==> src/rtl/byte_memory_sequencer_pkg.sv <==
// Shared encodings for the memory address handler, byte sequencer and control unit.
package byte_memory_sequencer_pkg;

  localparam logic [1:0] SZ_BYTE = 2'd0;
  localparam logic [1:0] SZ_HALF = 2'd1;
  localparam logic [1:0] SZ_WORD = 2'd2;
  localparam logic [1:0] SZ_RSVD = 2'd3;

  // Address handler output when the stack is empty; always out of range.
  localparam logic [31:0] EMPTY_MARKER = 32'hFFFF_FFFF;

  typedef enum logic [1:0] {
    ST_IDLE,
    ST_ACCESS,
    ST_DRAIN,
    ST_DONE
  } state_t;

  typedef struct packed {
    logic        write;
    logic [31:0] wdata;
  } req_t;

  // Index of the highest byte lane used by an access of the given size.
  function automatic logic [1:0] last_lane(input logic [1:0] size);
    logic [1:0] lane;
    case (size)
      SZ_HALF: lane = 2'd1;
      SZ_WORD: lane = 2'd3;
      default: lane = 2'd0;
    endcase
    return lane;
  endfunction

endpackage

==> src/rtl/byte_memory_sequencer_lane.sv <==
// Combinational 4:1 lane mux/demux: picks address and store byte for one lane,
// and steers a captured read byte into its lane of the load assembly word.
module byte_lane_select
  import byte_memory_sequencer_pkg::*;
#(
  parameter int ADDR_W = 14
) (
  input  logic [3:0][ADDR_W-1:0] addr,
  input  logic [31:0]            wdata,
  input  logic [1:0]             sel_idx,
  input  logic [31:0]            asm_in,
  input  logic [1:0]             cap_idx,
  input  logic [7:0]             cap_byte,
  output logic [ADDR_W-1:0]      sel_addr,
  output logic [7:0]             sel_byte,
  output logic [31:0]            asm_out
);

  always_comb begin
    sel_addr = addr[sel_idx];
    sel_byte = wdata[8*sel_idx +: 8];
    asm_out  = asm_in;
    asm_out[8*cap_idx +: 8] = cap_byte;
  end

endmodule

==> src/rtl/byte_memory_sequencer.sv <==
// Performs 1/2/4 byte accesses one per cycle against a sync-read byte memory; loads assembled, stores split.
// Done 6 cycles after accept for a word load (5 word store, 1 on error); start is ignored, not queued, while busy.
module byte_memory_sequencer
  import byte_memory_sequencer_pkg::*;
#(
  parameter int ADDR_W = 14
) (
  input  logic              clock,
  input  logic              reset,
  input  logic              start,
  input  logic              write,
  input  logic [1:0]        size,
  input  logic [31:0]       byte3,
  input  logic [31:0]       byte2,
  input  logic [31:0]       byte1,
  input  logic [31:0]       byte0,
  input  logic [31:0]       wdata,
  input  logic [7:0]        mem_rdata,
  output logic [ADDR_W-1:0] mem_addr,
  output logic [7:0]        mem_wdata,
  output logic              mem_we,
  output logic [31:0]       rdata,
  output logic              busy,
  output logic              done,
  output logic              error
);

  state_t                 state;
  req_t                   req;
  logic [3:0][ADDR_W-1:0] req_addr;
  logic [1:0]             idx;
  logic                   first;
  logic [31:0]            asm_q;

  logic [3:0][31:0]       in_addr;
  logic [3:0][ADDR_W-1:0] in_trunc;
  logic [3:0][ADDR_W-1:0] src_addr;
  logic [31:0]            src_wdata;
  logic [1:0]             sel_idx;
  logic [1:0]             cap_idx;
  logic [ADDR_W-1:0]      sel_addr;
  logic [7:0]             sel_byte;
  logic [31:0]            asm_next;
  logic                   range_err;

  assign in_addr = {byte3, byte2, byte1, byte0};

  // Range is judged on the full 32-bit address; truncation only happens after.
  always_comb begin
    in_trunc  = '0;
    range_err = 1'b0;
    for (int k = 0; k < 4; k++) begin
      in_trunc[k] = in_addr[k][ADDR_W-1:0];
      if (k <= int'(last_lane(size)) && (in_addr[k][31:ADDR_W] != '0))
        range_err = 1'b1;
    end
  end

  // In IDLE the first address is chosen straight from the inputs being accepted.
  assign src_addr  = (state == ST_IDLE) ? in_trunc : req_addr;
  assign src_wdata = (state == ST_IDLE) ? wdata : req.wdata;
  assign sel_idx   = (state == ST_IDLE) ? last_lane(size) : idx - 2'd1;
  assign cap_idx   = (state == ST_DRAIN) ? 2'd0 : idx + 2'd1;

  byte_lane_select #(.ADDR_W(ADDR_W)) u_lane (
    .addr     (src_addr),
    .wdata    (src_wdata),
    .sel_idx  (sel_idx),
    .asm_in   (asm_q),
    .cap_idx  (cap_idx),
    .cap_byte (mem_rdata),
    .sel_addr (sel_addr),
    .sel_byte (sel_byte),
    .asm_out  (asm_next)
  );

  always_ff @(posedge clock or posedge reset) begin
    if (reset) begin
      state     <= ST_IDLE;
      req       <= '0;
      req_addr  <= '0;
      idx       <= 2'd0;
      first     <= 1'b0;
      asm_q     <= '0;
      mem_addr  <= '0;
      mem_wdata <= '0;
      mem_we    <= 1'b0;
      rdata     <= '0;
      busy      <= 1'b0;
      done      <= 1'b0;
      error     <= 1'b0;
    end else begin
      done <= 1'b0;
      case (state)
        ST_IDLE: begin
          if (start) begin
            req.write <= write;
            req.wdata <= wdata;
            req_addr  <= in_trunc;
            busy      <= 1'b1;
            if (size == SZ_RSVD || range_err) begin
              error <= 1'b1;
              rdata <= EMPTY_MARKER;
              done  <= 1'b1;
              state <= ST_DONE;
            end else begin
              error     <= 1'b0;
              idx       <= last_lane(size);
              first     <= 1'b1;
              asm_q     <= '0;
              mem_addr  <= sel_addr;
              mem_we    <= write;
              mem_wdata <= write ? sel_byte : 8'h00;
              state     <= ST_ACCESS;
            end
          end
        end
        ST_ACCESS: begin
          first <= 1'b0;
          // Read data trails the address by one cycle, so it belongs to lane idx+1.
          if (!req.write && !first)
            asm_q <= asm_next;
          if (idx == 2'd0) begin
            mem_addr  <= '0;
            mem_we    <= 1'b0;
            mem_wdata <= 8'h00;
            if (req.write) begin
              done  <= 1'b1;
              state <= ST_DONE;
            end else begin
              state <= ST_DRAIN;
            end
          end else begin
            idx       <= idx - 2'd1;
            mem_addr  <= sel_addr;
            mem_we    <= req.write;
            mem_wdata <= req.write ? sel_byte : 8'h00;
          end
        end
        ST_DRAIN: begin
          rdata <= asm_next;
          done  <= 1'b1;
          state <= ST_DONE;
        end
        default: begin
          busy  <= 1'b0;
          state <= ST_IDLE;
        end
      endcase
    end
  end

endmodule

==> config.mk <==
export PLATFORM = sky130hd
export DESIGN_NAME = byte_memory_sequencer
export DESIGN_NICKNAME = d
export VERILOG_FILES = /design/src/rtl/byte_memory_sequencer_pkg.sv /design/src/rtl/byte_memory_sequencer_lane.sv /design/src/rtl/byte_memory_sequencer.sv
export SDC_FILE = /design/constraint.sdc
export NUM_CORES = 1
export LEC_CHECK = 0
export BUFFER_PORTS_ARGS = -buffer_cell sky130_fd_sc_hd__clkbuf_2
export CAP_MARGIN = 20
export CELL_PAD_IN_SITES_DETAIL_PLACEMENT = 1
export CELL_PAD_IN_SITES_GLOBAL_PLACEMENT = 1
export CORE_ASPECT_RATIO = 1.4
export CORE_MARGIN = 2
export CORE_UTILIZATION = 41
export DETAILED_ROUTE_END_ITERATION = 8
export GPL_ROUTABILITY_DRIVEN = 0
export PLACE_DENSITY_LB_ADDON = 0.05
export SETUP_SLACK_MARGIN = 0.1
export SLEW_MARGIN = 20
export SYNTH_ARGS = -nofsm -noshare
export SYNTH_HDL_FRONTEND = slang
export SYNTH_SLANG_ARGS = --single-unit
==> constraint.sdc <==
create_clock -name clock -period 7.55 [get_ports clock]
set_clock_uncertainty 0.05 [all_clocks]
set_input_delay 0.755 -clock clock [delete_from_list [all_inputs] [get_ports clock]]
set_output_delay 0.755 -clock clock [all_outputs]
set_load 0.05 [all_outputs]
## After elaboration in Yosys (flattened, before gate mapping)

Index checks and enable logic that the tools add are counted.

| storage, ports and cells | value |
|---|---|
| flip-flop bits (word level) | 184 |
| input bits | 174 |
| output and inout bits | 58 |
| logic and storage cells | 114 |

| cells by class | value |
|---|---|
| add/subtract/negate cells | 3 |
| order comparisons | 4 |
| eq/ne operators | 11 |
| shift operators | 3 |
| muxes and demuxes | 52 |
| bitwise logic cells | 1 |
| reductions and logical operators | 23 |

Operators with widths:

| cell | count |
|---|---|
| 32-bit 2-to-1 mux | 6 |
| 32-bit one-hot mux with 2 select lines | 2 |
| 18-bit nonzero test | 4 |
| 14-bit 2-to-1 mux | 4 |
| 56-bit 2-to-1 mux | 1 |
| 8-bit 2-to-1 mux | 5 |
| 5-bit negator with 34-bit output | 1 |
| 8-bit by 34-bit variable shift with 32-bit output (first input constant) | 1 |
| 8-bit by 34-bit variable part select with 32-bit output | 1 |
| 32-bit bitwise mux | 1 |
| 32-bit by 6-bit variable part select with 8-bit output | 1 |
| 14-bit binary-select mux with 2-bit select | 1 |
| 14-bit one-hot mux with 2 select lines | 1 |
| 2-bit 2-to-1 mux | 8 |
| 8-bit one-hot mux with 2 select lines | 1 |
| 1-bit 2-to-1 mux | 15 |
| 2-bit != test (second input constant) | 5 |
| 2-bit one-hot mux with 2 select lines | 2 |
| 4-bit AND reduction | 2 |
| 2-bit equality test (second input constant) | 3 |
| 1-bit one-hot mux with 2 select lines | 3 |
| 2-bit one-hot mux with 3 select lines | 1 |
| 2-bit AND reduction | 3 |
| 3-bit AND reduction | 2 |
| 15 further kinds | 23 |

## Logic depth before layout (Yosys ltp)

| depth | value |
|---|---|
| depth after elaboration | 11 |
| gate-level depth with buffers | 12 |
| depth with buffers taken out | 10 |

## Cells and area by module

A second synthesis with hierarchy kept.

| unflattened totals | value |
|---|---|
| cells, all modules | 800 |
| area total of the unflattened synthesis | 9629.2 µm² |

By module, submodules not included:

| module | times used | cells an instance | area an instance (µm²) |
|---|---|---|---|
| byte_memory_sequencer | 1 | 688 | 8458.1 |
| byte_lane_select | 1 | 112 | 1171.1 |

## Worst setup path after synthesis

No wires, ideal clock.

| timing | value |
|---|---|
| kind | register to register |
| start point | register idx[0] |
| end point | register asm_q[0] |
| setup time | 0.067 ns |
| arrival | 3.101 ns |
| data required time | 7.433 ns |
| setup slack | 4.331 ns |
| cell stages (with the launch flop) | 12 |
| path buffers | 3 |
| period minus slack after synthesis | 3.219 ns |
| cells stage by stage | dfrtp_1 > clkbuf_1 > inv_1 > clkbuf_1 > ha_1 > nand2b_1 > ha_1 > buf_1 > nand2_1 > nor3_1 > a21boi_4 > a32o_1 |

| on the way | value |
|---|---|
| longest elaborated chain between the ends | 7 |

Ends and longest elaborated chain:

| item | line | text |
|---|---|---|
| from (decl) | byte_memory_sequencer.sv:31 | `logic [1:0] idx;` |
| from (signal assigned) | byte_memory_sequencer.sv:108 | `idx <= last_lane(size);` |
| from (signal assigned) | byte_memory_sequencer.sv:134 | `idx <= idx - 2'd1;` |
| 2-bit by 1-bit adder with 2-bit output * | byte_memory_sequencer.sv:63 | `assign cap_idx = (state == ST_DRAIN) ? 2'd0 : idx + 2'd1;` |
| 2-bit 2-to-1 mux * | byte_memory_sequencer.sv:63 |  |
| 5-bit negator with 34-bit output * | byte_memory_sequencer_lane.sv:23 | `asm_out[8*cap_idx +: 8] = cap_byte;` |
| 8-bit by 34-bit variable part select with 32-bit output or 8-bit by 34-bit variable shift with 32-bit output (tied branches) | byte_memory_sequencer_lane.sv:23 |  |
| 32-bit bitwise mux * | byte_memory_sequencer_lane.sv:23 |  |
| 32-bit 2-to-1 mux * | byte_memory_sequencer.sv:121 | `if (!req.write && !first)` |
| 32-bit one-hot mux with 2 select lines * | byte_memory_sequencer.sv:94 | `case (state)` |
| to (signal assigned) | byte_memory_sequencer.sv:122 | `asm_q <= asm_next;` |
| to (decl) | byte_memory_sequencer.sv:33 | `logic [31:0] asm_q;` |

Mark *: on every way between the ends. The rest lies on a longest branch, timed or not. The select of a mux whose other input is x is not followed.
A chain may end at the register's enable or synchronous reset.

## Worst setup path in the final report

| timing | value |
|---|---|
| start point | register state[0] |
| end point | register asm_q[19] |

| on the way | value |
|---|---|
| longest elaborated chain between the ends | 7 |

Ends and longest elaborated chain:

| item | line | text |
|---|---|---|
| from (decl) | byte_memory_sequencer.sv:28 | `state_t state;` |
| from (signal assigned) | byte_memory_sequencer.sv:79 | `state <= ST_IDLE;` |
| from (signal assigned) | byte_memory_sequencer.sv:105 | `state <= ST_DONE;` |
| from (signal assigned) | byte_memory_sequencer.sv:114 | `state <= ST_ACCESS;` |
| 2-bit equality test | byte_memory_sequencer.sv:63 |  |
| 2-bit 2-to-1 mux | byte_memory_sequencer.sv:63 |  |
| 5-bit negator with 34-bit output | byte_memory_sequencer_lane.sv:23 |  |
| 8-bit by 34-bit variable part select with 32-bit output or 8-bit by 34-bit variable shift with 32-bit output (tied branches) | byte_memory_sequencer_lane.sv:23 |  |
| 32-bit bitwise mux | byte_memory_sequencer_lane.sv:23 |  |
| 32-bit 2-to-1 mux | byte_memory_sequencer.sv:121 |  |
| 32-bit one-hot mux with 2 select lines | byte_memory_sequencer.sv:94 |  |

Parallel ways exist; a longest one is shown, timed or not. The select of a mux whose other input is x is not followed.

==> results.json <==
{
  "outcome": "finished, final reports clean",
  "cts-buffers-inserted": 17,
  "final_nets": 1227,
  "dpl_cell_area_sq_um": 10200,
  "crit_chain": "inv_1, ha_1, nand2_4, nor3_1, nand3_1, a21oi_1, a22o_1",
  "die-area_sq_um": 22800,
  "hold_path_class": "flop to flop",
  "final_area_sq_um": 10900,
  "wirelength_mm": 25.7,
  "critPathBufInv": 1,
  "arrival_ns": 4.72,
  "clock_sinks": 184,
  "syn_area_per_cell_sq_um": 10.6,
  "power_density_nw_per_um2": 469,
  "fin_cells": 1316,
  "finalSetupTns_ns": 0,
  "synth_top_area_share_pct": 52.1,
  "worst_slew_pin_slew_ns": 1.01,
  "setup_viol": 0,
  "grt_overflow_total": 0,
  "cts_setup_buffers": 0,
  "clockBufferDepth": 2,
  "core_sq_um": 21200,
  "async_flop_share_pct": 100,
  "wl_per_cell_um": 19.5,
  "layout-drive-gt1-share_pct": 31.0,
  "synth-seq-cells": 184,
  "ys_types": 42,
  "io_buffers": 231,
  "drt_iter0_markers": 436,
  "grt_setup_unrepaired": "no",
  "ir_drop_mv": 0.234,
  "synth_cells": 836,
  "crit_family": "simple AND/OR/NAND/NOR gates",
  "drc": 0,
  "power.total_mw": 5.09,
  "initial_core_util_pct": 41.7,
  "worst_setup_path_end_kind": "flop",
  "p_leak_nw": 5.49,
  "worstPathRequired_ns": 7.87,
  "drt_pass1_iterations": 4,
  "dp.cells": 1282,
  "dp_hpwl_mm": 18.0,
  "pin_count": 232,
  "hold_viol_final": 0,
  "grt_max_degree": 122,
  "cp_slowest_stage_delay_ns": 0.79,
  "antenna_found_initial": 0,
  "yosysTopAreaCell": "dfrtp_1",
  "crit_path_start_kind": "flop",
  "ys_seq_area_share_pct": 52.1,
  "slew_viol_final": 0,
  "flow.area_growth_from_synthesis_pct": 22.9,
  "synth_edf_count": 0,
  "period_minus_slack_ns": 4.40,
  "fmax_mhz": 227,
  "netlist_area_sq_um": 8850,
  "htreeDepth": 4,
  "grt_pass1_vias": 7669,
  "synth_nets": 1022,
  "vias_per_cell": 5.40,
  "cts_root_buf": "clkbuf_16",
  "finalCritPeriodShare_pct": 58.2,
  "via_count": 7107,
  "crit_path_max_fanout": 90,
  "num_rows": 63,
  "maxCapViolCount": 0,
  "slew_headroom_pct": 32.4,
  "yosys-top-cells-area": "dfrtp_1 52%, nand2_1 13%, mux4_2 11%",
  "critPathKind": "flop to flop",
  "die_x_um": 128,
  "cts.clk_slew.worst_paths_ns": 0.08,
  "cts.hold.buffers_added": 0,
  "die_h_um": 178,
  "final_util_pct": 51.3,
  "ys.flop_type": "dfrtp_1",
  "yosys_warnings": 0,
  "grtUsageTotal_pct": 23.6,
  "clk_latency_ns": 0.43,
  "crit_path_top_delay_cell": "a21oi_1",
  "grt_pass1_wl_mm": 41.4,
  "cts_tree": "built",
  "ant_nets": 0,
  "cts_resized": 0
}
[final timing paths]
kind | from | to | slack (ns) | cells past startpoint
worst max-delay path | state[0]$_DFFE_PP0P_ | asm_q[19]$_DFFE_PP0P_ | 3.15 | 7
worst min-delay path | req[2]$_DFFE_PP0P_ | req[2]$_DFFE_PP0P_ | 0.42 | 2
worst max register to register | state[0]$_DFFE_PP0P_ | asm_q[19]$_DFFE_PP0P_ | 3.15 | 7
worst min register to register | req[2]$_DFFE_PP0P_ | req[2]$_DFFE_PP0P_ | 0.42 | 2
max in group asynchronous | reset | mem_wdata[1]$_DFFE_PP0P_ | 5.64 | 3
min in group asynchronous | reset | rdata[15]$_DFFE_PP0P_ | 0.45 | 2
[cell usage in the layout (no fill, tap or decap), types with 2 or more instances in the layout]
master	count
a32o_1	24
bufinv_16	2
nand2b_1	2
inv_8	5
diode_2	2
a22o_1	8
clkinv_8	2
a21o_1	3
mux4_2	44
nand3_1	8
or3_1	2
o31ai_1	24
buf_4	7
mux2i_1	23
clkbuf_2	231
nor4_1	16
a31oi_1	2
a21oi_1	15
o22ai_1	2
nor3_1	2
a211o_1	3
nand2_1	301
o22a_1	32
clkinv_4	2
clkbuf_16	17
inv_6	5
nand4_1	2
nor2_1	7
ha_1	12
dfrtp_1	184
inv_1	30
o21ai_0	16
mux2i_4	2
[Yosys cell counts (3+ instances only)]
| master | count |
|---|---|
| nand3_1 | 8 |
| buf_1 | 9 |
| dfrtp_1 | 184 |
| a22o_1 | 8 |
| mux4_2 | 44 |
| o21ai_0 | 16 |
| o31ai_1 | 24 |
| nand2_1 | 302 |
| a211o_1 | 3 |
| clkbuf_1 | 37 |
| a32o_1 | 24 |
| nor2_1 | 8 |
| inv_1 | 32 |
| a21oi_1 | 15 |
| mux2i_1 | 25 |
| ha_1 | 12 |
| o22a_1 | 32 |
| nor4_1 | 16 |
| a21o_1 | 4 |
| nor3_1 | 3 |
[registers in the layout, indices dropped and copies added (netlist names)]
register,flops
idx,2
error,1
first,1
asm_q,32
mem_we,1
mem_wdata,8
mem_addr,14
rdata,32
state,2
done,1
req_addr,56
req,33
busy,1
[worst min-delay path: stages (launching register included)]
cell and delay [ns]:
dfrtp_1 0.34, nand2_1 0.05, nand2_1 0.05
[through the flow]
step                      hold slack, ns  setup WS [ns]
after detailed placement           0.407           3.13
after CTS                          0.428           3.12
after floorplan                    0.390           1.74
after global placement             0.403           3.26
final                              0.424           3.15
after global routing               0.455           2.74
[power by group]
part,internal [mW],leakage [nW],switching (mW)
sequential,1.38,2.34,0.229
clock,0.510,0.307,0.439
combinational,0.946,2.84,1.59
total,2.84,5.49,2.25
[per-layer routing]
metal	global-route usage, %	wire length, um
met5	0	0
met4	7.19	388
met3	3.38	765
met1	29.2	10700
met2	42.4	13800
[kinds of logic after synthesis]
kind of cell / Yosys count / synth area share [%]
AO/OA/AOI/OAI: 139 / 12.6
adder cells (fa/ha/maj): 12 / 1.70
AND/OR/NAND/NOR: 348 / 15.8
buffers and inverters: 84 / 3.85
multiplexers: 69 / 14.0
flip-flops: 184 / 52.1
[area by class of cell]
type,count,area (sq um)
Antenna cell,2,5.00
Clock buffer,17,425
Multi-Input combinational cell,568,3980
Sequential cell,184,4600
Timing Repair Buffer,238,1210
Inverter,32,128
Fill cell,2404,10300
Clock inverter,15,199
Tap cell,260,325
Power figures use the tool's default switching activity.
